<file path="src/rtl/uart_pkg.sv">
// Shared definitions for the memory-mapped UART transmitter.
//   uart_state_t : serializer FSM states
//   ST_*         : bit positions inside the STATUS word
//   *_OFS        : register byte offsets from the block base address
//   status_word(): packs the STATUS fields into a 32-bit read value
package uart_pkg;

  typedef enum logic [1:0] {IDLE, START, DATA, STOP} uart_state_t;

  localparam int ST_FULL    = 0;
  localparam int ST_EMPTY   = 1;
  localparam int ST_BUSY    = 2;
  localparam int ST_OVF     = 3;
  localparam int ST_CNT_LSB = 8;

  localparam logic [31:0] DATA_OFS   = 32'd0;
  localparam logic [31:0] STATUS_OFS = 32'd4;

  // Count is passed zero-extended to 16 bits; every bit not driven here reads 0.
  function automatic logic [31:0] status_word(input logic        full,
                                              input logic        empty,
                                              input logic        busy,
                                              input logic        ovf,
                                              input logic [15:0] cnt);
    logic [31:0] w;
    w                     = '0;
    w[ST_FULL]            = full;
    w[ST_EMPTY]           = empty;
    w[ST_BUSY]            = busy;
    w[ST_OVF]             = ovf;
    w[ST_CNT_LSB +: 16]   = cnt;
    return w;
  endfunction

endpackage

</file>
<file path="src/rtl/sync_fifo.sv">
// Single-clock FIFO with first-word-fall-through read.
//   clk   : clock
//   reset : asynchronous active-low reset (pointers and count cleared)
//   push  : enqueue din; accepted when not full, or when full with a pop
//   pop   : dequeue the head; ignored when empty
//   din   : write data
//   dout  : current head entry (valid while !empty)
//   full  : count == DEPTH
//   empty : count == 0
//   count : number of stored entries, $clog2(DEPTH)+1 bits
module sync_fifo #(
  parameter int WIDTH = 8,
  parameter int DEPTH = 8
) (
  input  logic                     clk,
  input  logic                     reset,
  input  logic                     push,
  input  logic                     pop,
  input  logic [WIDTH-1:0]         din,
  output logic [WIDTH-1:0]         dout,
  output logic                     full,
  output logic                     empty,
  output logic [$clog2(DEPTH):0]   count
);

  localparam int AW = $clog2(DEPTH);
  localparam int CW = AW + 1;

  logic [WIDTH-1:0] mem_q [DEPTH];
  logic [AW-1:0]    wr_ptr_q, wr_ptr_d;
  logic [AW-1:0]    rd_ptr_q, rd_ptr_d;
  logic [CW-1:0]    count_q, count_d;
  logic             wr_en;
  logic             rd_en;

  assign full  = (count_q == CW'(DEPTH));
  assign empty = (count_q == '0);
  assign count = count_q;

  // A pop in the same cycle frees the slot, so a push into a full FIFO is
  // still accepted; the write lands in the slot the head is leaving.
  assign wr_en = push && (!full || pop);
  assign rd_en = pop && !empty;

  // Head is read combinationally so the consumer can capture it on the pop edge.
  assign dout = mem_q[rd_ptr_q];

  always_comb begin
    wr_ptr_d = wr_ptr_q;
    rd_ptr_d = rd_ptr_q;
    count_d  = count_q;
    if (wr_en) wr_ptr_d = wr_ptr_q + AW'(1);
    if (rd_en) rd_ptr_d = rd_ptr_q + AW'(1);
    case ({wr_en, rd_en})
      2'b10:   count_d = count_q + CW'(1);
      2'b01:   count_d = count_q - CW'(1);
      default: count_d = count_q;
    endcase
  end

  always_ff @(posedge clk or negedge reset) begin
    if (!reset) begin
      wr_ptr_q <= '0;
      rd_ptr_q <= '0;
      count_q  <= '0;
    end else begin
      wr_ptr_q <= wr_ptr_d;
      rd_ptr_q <= rd_ptr_d;
      count_q  <= count_d;
    end
  end

  // Storage needs no reset: entries are only visible once counted.
  always_ff @(posedge clk) begin
    if (wr_en) mem_q[wr_ptr_q] <= din;
  end

endmodule

</file>
<file path="src/rtl/mmio_uart_tx.sv">
// Memory-mapped 8N1 UART transmitter snooping the data-memory bus.
//   clk       : clock
//   reset     : asynchronous active-low reset
//   memWrite  : store strobe
//   dataAddr  : bus byte address
//   writeData : store data (DATA uses [7:0], STATUS uses [3] as overflow clear)
//   hit       : dataAddr selects DATA or STATUS (combinational)
//   readData  : STATUS word when STATUS is addressed, else 0 (combinational)
//   tx        : registered serial line, idles high
//   busy      : serializer is sending a frame
module mmio_uart_tx
  import uart_pkg::*;
#(
  parameter logic [31:0] BASE_ADDR    = 32'hFFFF_0000,
  parameter int          CLKS_PER_BIT = 16,
  parameter int          FIFO_DEPTH   = 8
) (
  input  logic        clk,
  input  logic        reset,
  input  logic        memWrite,
  input  logic [31:0] dataAddr,
  input  logic [31:0] writeData,
  output logic        hit,
  output logic [31:0] readData,
  output logic        tx,
  output logic        busy
);

  localparam int CW    = $clog2(FIFO_DEPTH) + 1;
  localparam int CNT_W = (CLKS_PER_BIT > 1) ? $clog2(CLKS_PER_BIT) : 1;
  localparam logic [CNT_W-1:0] CNT_LAST = CNT_W'(CLKS_PER_BIT - 1);

  // ---------------- address decode ----------------
  logic sel_data;
  logic sel_stat;

  assign sel_data = (dataAddr == BASE_ADDR + DATA_OFS);
  assign sel_stat = (dataAddr == BASE_ADDR + STATUS_OFS);
  assign hit      = sel_data || sel_stat;

  // ---------------- FIFO ----------------
  logic          fifo_push;
  logic          fifo_pop;
  logic [7:0]    fifo_dout;
  logic          fifo_full;
  logic          fifo_empty;
  logic [CW-1:0] fifo_count;

  uart_state_t   state_q;

  assign fifo_push = memWrite && sel_data;
  assign fifo_pop  = (state_q == IDLE) && !fifo_empty;

  sync_fifo #(
    .WIDTH (8),
    .DEPTH (FIFO_DEPTH)
  ) u_fifo (
    .clk   (clk),
    .reset (reset),
    .push  (fifo_push),
    .pop   (fifo_pop),
    .din   (writeData[7:0]),
    .dout  (fifo_dout),
    .full  (fifo_full),
    .empty (fifo_empty),
    .count (fifo_count)
  );

  // ---------------- overflow flag ----------------
  logic ovf_q, ovf_d;
  logic drop;
  logic ovf_clr;

  assign drop    = fifo_push && fifo_full && !fifo_pop;
  assign ovf_clr = memWrite && sel_stat && writeData[ST_OVF];

  // A dropped byte in the same cycle as a clear leaves the flag set.
  always_comb begin
    ovf_d = ovf_q;
    if (drop)         ovf_d = 1'b1;
    else if (ovf_clr) ovf_d = 1'b0;
  end

  always_ff @(posedge clk or negedge reset) begin
    if (!reset) ovf_q <= 1'b0;
    else        ovf_q <= ovf_d;
  end

  // ---------------- serializer ----------------
  logic [CNT_W-1:0] clk_cnt_q;
  logic [2:0]       bit_idx_q;
  logic [7:0]       shreg_q;
  logic             tx_q;
  logic             busy_q;

  always_ff @(posedge clk or negedge reset) begin
    if (!reset) begin
      state_q   <= IDLE;
      clk_cnt_q <= '0;
      bit_idx_q <= '0;
      shreg_q   <= '0;
      tx_q      <= 1'b1;
      busy_q    <= 1'b0;
    end else begin
      case (state_q)
        IDLE: begin
          tx_q <= 1'b1;
          if (!fifo_empty) begin
            // The pop happens on this edge; the start bit appears right after it.
            shreg_q   <= fifo_dout;
            clk_cnt_q <= '0;
            state_q   <= START;
            tx_q      <= 1'b0;
            busy_q    <= 1'b1;
          end
        end
        START: begin
          if (clk_cnt_q == CNT_LAST) begin
            clk_cnt_q <= '0;
            bit_idx_q <= '0;
            state_q   <= DATA;
            tx_q      <= shreg_q[0];
          end else begin
            clk_cnt_q <= clk_cnt_q + CNT_W'(1);
          end
        end
        DATA: begin
          if (clk_cnt_q == CNT_LAST) begin
            clk_cnt_q <= '0;
            if (bit_idx_q == 3'd7) begin
              state_q <= STOP;
              tx_q    <= 1'b1;
            end else begin
              bit_idx_q <= bit_idx_q + 3'd1;
              tx_q      <= shreg_q[bit_idx_q + 3'd1];
            end
          end else begin
            clk_cnt_q <= clk_cnt_q + CNT_W'(1);
          end
        end
        STOP: begin
          if (clk_cnt_q == CNT_LAST) begin
            clk_cnt_q <= '0;
            state_q   <= IDLE;
            busy_q    <= 1'b0;
          end else begin
            clk_cnt_q <= clk_cnt_q + CNT_W'(1);
          end
        end
        default: begin
          state_q <= IDLE;
          tx_q    <= 1'b1;
          busy_q  <= 1'b0;
        end
      endcase
    end
  end

  assign tx   = tx_q;
  assign busy = busy_q;

  // ---------------- STATUS read ----------------
  assign readData = sel_stat ? status_word(fifo_full, fifo_empty, busy_q, ovf_q, 16'(fifo_count))
                             : 32'h0;

  // Only the data byte and the overflow-clear bit of a store carry meaning.
  logic unused_wdata;
  assign unused_wdata = ^{writeData[31:8]};

endmodule

</file>
<file path="config.mk">
export PLATFORM = sky130hd
export DESIGN_NAME = mmio_uart_tx
export DESIGN_NICKNAME = d
export VERILOG_FILES = /design/src/rtl/uart_pkg.sv /design/src/rtl/sync_fifo.sv /design/src/rtl/mmio_uart_tx.sv
export SDC_FILE = /design/constraint.sdc
export NUM_CORES = 1
export LEC_CHECK = 0
export CAP_MARGIN = 20
export CORE_MARGIN = 3
export CORE_UTILIZATION = 50
export DETAILED_ROUTE_END_ITERATION = 7
export PLACE_DENSITY = 0.8
export SYNTH_ARGS = -nofsm -noshare
export SYNTH_HDL_FRONTEND = slang
export SYNTH_SLANG_ARGS = --single-unit
export TNS_END_PERCENT = 20
</file>
<file path="constraint.sdc">
create_clock -name clk -period 3.5 [get_ports clk]
set_input_delay 0.7 -clock clk [delete_from_list [all_inputs] [get_ports clk]]
set_output_delay 0.7 -clock clk [all_outputs]
set_load 0.1 [all_outputs]
</file>
==> results.sh, run 1 <==
export IMPL_synth_warnings=0
export IMPL_worstReg2RegEnd="u_fifo.count[2]"
export IMPL_cp_max_fo=9
export IMPL_clock_path_buffers=2
export IMPL_fill_cells=586
export IMPL_end_kind="output port"
export IMPL_dieHeight_um=101
export IMPL_synthToLayoutAreaGrowth_pct=21.3
export IMPL_cts_tree="done"
export IMPL_synth_distinct_cells=47
export IMPL_placement_io_buffers=53
export IMPL_drive_gt1_share_pct=20.1
export IMPL_post_cts_buffers=0
export IMPL_maxCapViolations=0
export IMPL_track_usage_pct=18.5
export IMPL_holdBufCountCts=0
export IMPL_grt_overflow_total=0
export IMPL_grt_pass1_vias=2786
export IMPL_initial_core_util_pct=53.0
export IMPL_slew_headroom_pct=35.7
export IMPL_worstMarginPinSlew_ps=961
export IMPL_p_leak_nw=2.09
export IMPL_vias=2666
export IMPL_path_clk_slew_ps=90
export IMPL_wl_met2_um=4490
export IMPL_cts_buffers=9
export IMPL_num_io_pins=102
export IMPL_whs_ps=491
export IMPL_min_to="shreg_q[7]"
export IMPL_synth_edf_count=64
export IMPL_wl_per_cell_um=18.0
export IMPL_first_pass_iters=4
export IMPL_grt_max_degree=31
export IMPL_post_route_period_util_pct=97.0
export IMPL_core_um2=8420
export IMPL_num_rows=33
export IMPL_worstSetupPathType="input pin to output port"
export IMPL_clock_skew_ps=14.9
export IMPL_drt_first_iter_violations=125
export IMPL_hold_violations=0
export IMPL_dr_wl_met3_um=408
export IMPL_dp_cells=467
export IMPL_crit_arrival_ps=2700
export IMPL_synth_seq_cells=94
export IMPL_p_per_area_nw_per_um2=418
export IMPL_die_area_um2=10100
export IMPL_cts_resized=0
export IMPL_final_antenna_net_count=0
export IMPL_cp_start_kind="input pin"
export IMPL_syn_inst=306
export IMPL_synth_cell_area_um2=4470
export IMPL_register_area_um2=2670
export IMPL_min_period_ps=3400
export IMPL_fmax_ghz=0.294
export IMPL_avgSynthCellArea_um2=14.6
export IMPL_antenna_found_initial=0
export IMPL_worstHoldStart="shreg_q[7]"
export IMPL_routed_top_layer="met4"
export IMPL_setup_viol=0
export IMPL_regToRegStartpoint="state_q[0]"
export IMPL_gp_congestion=0.776
export IMPL_final_max_slew_viol_count=0
export IMPL_ys_seq_area_share_pct=59.9
export IMPL_die_w_um=101
export IMPL_diodes=0
export IMPL_hold_depth=2
export IMPL_clock_latency_ps=370
export IMPL_rsz0062_at_grt="no"
export IMPL_multi_input_area_um2=1610
export IMPL_routed_via_density=5.52
export IMPL_layout_nets=453
export IMPL_vdd_ir_drop_max_mv=0.309
export IMPL_wl_met1_um=3710
export IMPL_clock_sinks=94
export IMPL_worstHoldPathType="flip-flop to flip-flop"
export IMPL_hpwl_um=6080
export IMPL_r2r_cells=12
export IMPL_drcViolationCount=0
export IMPL_total_power_mw=2.26
export IMPL_fin_cells=483
export IMPL_r2r_slack_ps=530
export IMPL_critPathRequiredTime_ps=2800
export IMPL_wirelength_um=8720
export IMPL_grt_pass1_wl_um=14200
export IMPL_htree_levels=3
export IMPL_async_flop_share_pct=31.9
export IMPL_synth_ff_type="edfxtp_1"
export IMPL_clock_tree_root_cell="clkbuf_8"
export IMPL_outcome="finished clean"
==> cells in the final DEF (no fill, tap or decap), drive strengths merged, types with 2 or more instances in the layout <==
cell and instances:
edfxtp 64, nor3 10, o21bai 2, mux4 18, buf 28, nand4b 5
a221oi 2, o21ai 13, conb 24, nor2 5, nand2 18, and4 2
and2 2, nand3 3, a21oi 3, nand3b 2, ha 13, clkdlybuf4s50 43
o31ai 2, dfrtp 29, inv 14, xnor2 6, and3 10, mux2i 9
a22o 7, xor2 3, mux2 5, a31oi 3, clkbuf 9, nand2b 3
nand4 5, nor4 3, or4 2
==> synthesized netlist by cell type, types with 4 or more instances <==
cell type,n,share of area [%]
nand4_1,4,0.56
nand4b_1,5,0.98
ha_1,13,3.6
nor3_1,10,1.1
mux2i_1,9,2.0
inv_1,8,0.67
buf_2,4,0.45
clkbuf_1,7,0.59
dfrtp_1,29,16
edfxtp_1,64,43
buf_4,25,4.2
nor2_1,5,0.42
o21ai_0,13,1.5
a22o_1,7,1.4
mux2_2,4,1.0
nand2_1,18,1.5
xnor2_1,6,1.2
and3_1,10,1.4
mux4_2,18,9.1
==> area by class of cell <==
class	count	share of cell area (%)
sequential	94	49.4
timing repair buffer	71	13.9
tap	105	2.43
clock inverter	7	1.76
inverter	8	0.554
clock buffer	9	2.29
multi-input combinational	189	29.7
==> how the worst max path moves through the flow <==
stage / startpoint / end / slack, ps / depth (start not counted)
after floorplan: dataAddr[9] / readData[10] / -80 / 5
after global placement: dataAddr[9] / readData[0] / 90 / 6
after detailed placement: dataAddr[9] / readData[0] / 60 / 6
after CTS: dataAddr[9] / readData[0] / 50 / 6
after global routing: dataAddr[9] / readData[0] / 20 / 6
final: dataAddr[9] / readData[0] / 100 / 6
==> logic make-up after synthesis <==
| kind of cell | count (synthesis) | synth area share, % |
|---|---|---|
| buffers and inverters | 46 | 6.08 |
| multiplexers | 32 | 12.4 |
| adder cells (fa/ha/maj) | 13 | 3.64 |
| AND/OR/NAND/NOR | 75 | 10.7 |
| XOR/XNOR | 9 | 1.77 |
| flip-flops | 94 | 59.9 |
| other | 1 | 0.0840 |
| AO/OA/AOI/OAI | 36 | 5.38 |
==> critical path: stages <==
cell             delay (ps)
clkdlybuf4s50_1         400
or4_4                   560
nor4_4                  300
and2_2                  280
and4_2                  270
buf_12                  180
==> metrics by stage <==
step	setup WS [ps]	cell area, um2	TNS, ps	utilization, %
floorplan	-77.2	4550	-541	-
global placement	88.1	5200	0	61.7
detailed placement	56.9	5200	0	61.7
CTS	51.6	5420	0	64.3
global route	19.8	5420	0	64.3
finish	104	5420	0	64.3
==> per-layer routing <==
| metal | up-vias | GRT usage (%) |
|---|---|---|
| li1 | 1257 | - |
| met1 | 1331 | 23.5 |
| met2 | 65 | 31.7 |
| met3 | 13 | 4.22 |
| met4 | 0 | 5.91 |
| met5 | - | 0 |
==> sequential cells by signal (all words and copies together) (netlist names) <==
name and count:
shreg_q 8, bit_idx_q 3, u_fifo.wr_ptr_q 3, u_fifo.mem_q 64
clk_cnt_q 4, state_q 2, busy 1, ovf_q 1
u_fifo.rd_ptr_q 3, u_fifo.count 4, tx 1
==> where the power goes <==
part / leakage [nW] / total (mW) / switching [mW] / internal, mW
Clock: 0.114 / 0.784 / 0.426 / 0.358
Combinational: 0.989 / 0.231 / 0.158 / 0.0734
Sequential: 0.991 / 1.25 / 0.0218 / 1.23
Total: 2.09 / 2.26 / 0.606 / 1.66
(Power assumes the default switching activity.)
==> run 2, diff against run 1 <==
- CORE_UTILIZATION: 50 -> 54
- PLACE_DENSITY: 0.8 -> 0.85
- clock period: 3.5 -> 4.2 ns (I/O delays scaled with it)
==> run 2 against run 1 <==
Net effect: sequential cell count unchanged; highest routed layer unchanged; critical endpoint unchanged; critical path type unchanged; non-clock buffer count fell by 2; largest power group unchanged; combinational power fell by 16%.
==> results.sh, run 2 (synthesized netlist as in run 1, its figures left out) <==
export IMPL_slew_headroom_pct=35.8
export IMPL_layout_common_cells="edfxtp_1 (64), clkdlybuf4s50_1 (44), dfrtp_1 (29)"
export IMPL_cts_tree="done"
export IMPL_vdd_ir_drop_max_mv=0.290
export IMPL_post_route_period_util_pct=88.7
export IMPL_placement_io_buffers=53
export IMPL_core_um2=7890
export IMPL_die_w_um=96.9
export IMPL_fmax_ghz=0.268
export IMPL_diodes=0
export IMPL_biggestRegsByFlops="u_fifo.mem_q: 64 flops, shreg_q: 8 flops"
export IMPL_tns_ps=0
export IMPL_clock_tree_root_cell="clkbuf_8"
export IMPL_pwr_share_seq_pct=55.5
export IMPL_gp_congestion=0.726
export IMPL_initial_core_util_pct=56.6
export IMPL_drt_first_iter_violations=70
export IMPL_crit_arrival_ps=2890
export IMPL_grt_max_degree=31
export IMPL_worstSetupPathType="input pin to output port"
export IMPL_worstMarginPinSlew_ps=960
export IMPL_clock_skew_ps=14.5
export IMPL_die_area_um2=9400
export IMPL_maxCapViolations=0
export IMPL_clock_latency_ps=350
export IMPL_holdBufCountCts=0
export IMPL_swShare_pct=24.2
export IMPL_largest_register="u_fifo.mem_q"
export IMPL_worstHoldPathType="flip-flop to flip-flop"
export IMPL_mostFrequentLayoutCell="edfxtp_1"
export IMPL_fill_cells=514
export IMPL_final_max_slew_viol_count=0
export IMPL_num_rows=32
export IMPL_drcViolationCount=0
export IMPL_cp_start_kind="input pin"
export IMPL_wirelength_um=8380
export IMPL_synthToLayoutAreaGrowth_pct=21.3
export IMPL_track_usage_pct=17.9
export IMPL_comb_power_share_pct=10.3
export IMPL_grt_pass1_vias=2681
export IMPL_end_kind="output port"
export IMPL_post_cts_buffers=0
export IMPL_cts_buffers=9
export IMPL_cts_resized=0
export IMPL_p_per_area_nw_per_um2=347
export IMPL_final_antenna_net_count=0
export IMPL_cp_max_fo=10
export IMPL_whs_ps=489
export IMPL_internal_power_mw=1.42
export IMPL_antenna_found_initial=0
export IMPL_hpwl_um=6000
export IMPL_min_period_ps=3730
export IMPL_clock_power_share_pct=34.3
export IMPL_hold_violations=0
export IMPL_routed_via_density=5.67
export IMPL_clock_sinks=94
export IMPL_first_pass_iters=4
export IMPL_layout_nets=451
export IMPL_wl_per_cell_um=17.5
export IMPL_critPathRequiredTime_ps=3360
export IMPL_multi_input_area_um2=1610
export IMPL_num_io_pins=102
export IMPL_outcome="finished clean"
export IMPL_rsz0062_at_grt="no"
export IMPL_clock_path_buffers=2
export IMPL_grt_overflow_total=0
export IMPL_p_leak_nw=2.08
export IMPL_power_switching_mw=0.454
export IMPL_largest_reg_flops=64
export IMPL_drive_gt1_share_pct=18.4
export IMPL_register_area_um2=2670
export IMPL_setup_viol=0
export IMPL_vias=2709
export IMPL_dieHeight_um=96.9
export IMPL_grt_pass1_wl_um=13400
export IMPL_path_clk_slew_ps=80
export IMPL_htree_levels=3
## run 2: area by class of cell
| cell class | instances | share of cell area (%) |
|---|---|---|
| flip-flops and latches | 94 | 49.4 |
| multi-input cells | 189 | 29.7 |
| repair buffers | 69 | 14.0 |
| clock buffers | 11 | 2.43 |
| well taps | 102 | 2.36 |
| clock inverters | 5 | 1.57 |
| inverters | 8 | 0.555 |
## run 2: worst paths after layout
path | from | endpoint | slack, ps | depth (start not counted)
min reg2reg | shreg_q[2] | shreg_q[2] | 490 | 2
max in group asynchronous | reset | tx | 3000 | 2
min in group asynchronous | reset | u_fifo.count[3] | 870 | 2
max reg2reg | state_q[0] | u_fifo.count[2] | 1060 | 12
max | dataAddr[9] | readData[0] | 470 | 6
min | shreg_q[2] | shreg_q[2] | 490 | 2
## run 2: metal layers
metal	global-route usage (%)	vias up	part of all wire [%]
li1	-	1250	-
met1	23.2	1363	42
met2	31.4	87	53
met3	3.10	9	4.2
met4	4.64	0	0.72
met5	0	-	0
## run 2: worst max-delay path, cell delays in order
cell             delay [ps]
clkdlybuf4s50_1         410
or4_4                   550
nor4_4                  230
and2_1                  370
and4_1                  290
buf_12                  180
## run 2: through the flow
step,power (mW),area (um2),utilization [%],cells,worst slack (ps)
after floorplan,1.21,4550,-,329,319
after global placement,1.25,5170,65.6,461,508
after detailed placement,1.25,5170,65.6,461,427
after CTS,1.89,5390,68.3,477,472
after global routing,1.94,5420,68.7,478,384
final,1.88,5420,68.7,478,475
## run 2: power by group through the flow
stage / Sequential, mW / Combinational (mW) / Clock (mW)
3_3_place_gp: 1.06 / 0.189 / 0
6_report: 1.04 / 0.193 / 0.643
3_5_place_dp: 1.06 / 0.193 / 0
2_1_floorplan: 1.05 / 0.152 / 0
5_1_grt: 1.04 / 0.206 / 0.688
4_1_cts: 1.04 / 0.193 / 0.652
==> run 3, diff against run 2 <==
- CTS_CLUSTER_SIZE: not set -> 14
==> results of run 3 <==
Final layout, timing and power as in run 2 (identical DEF).
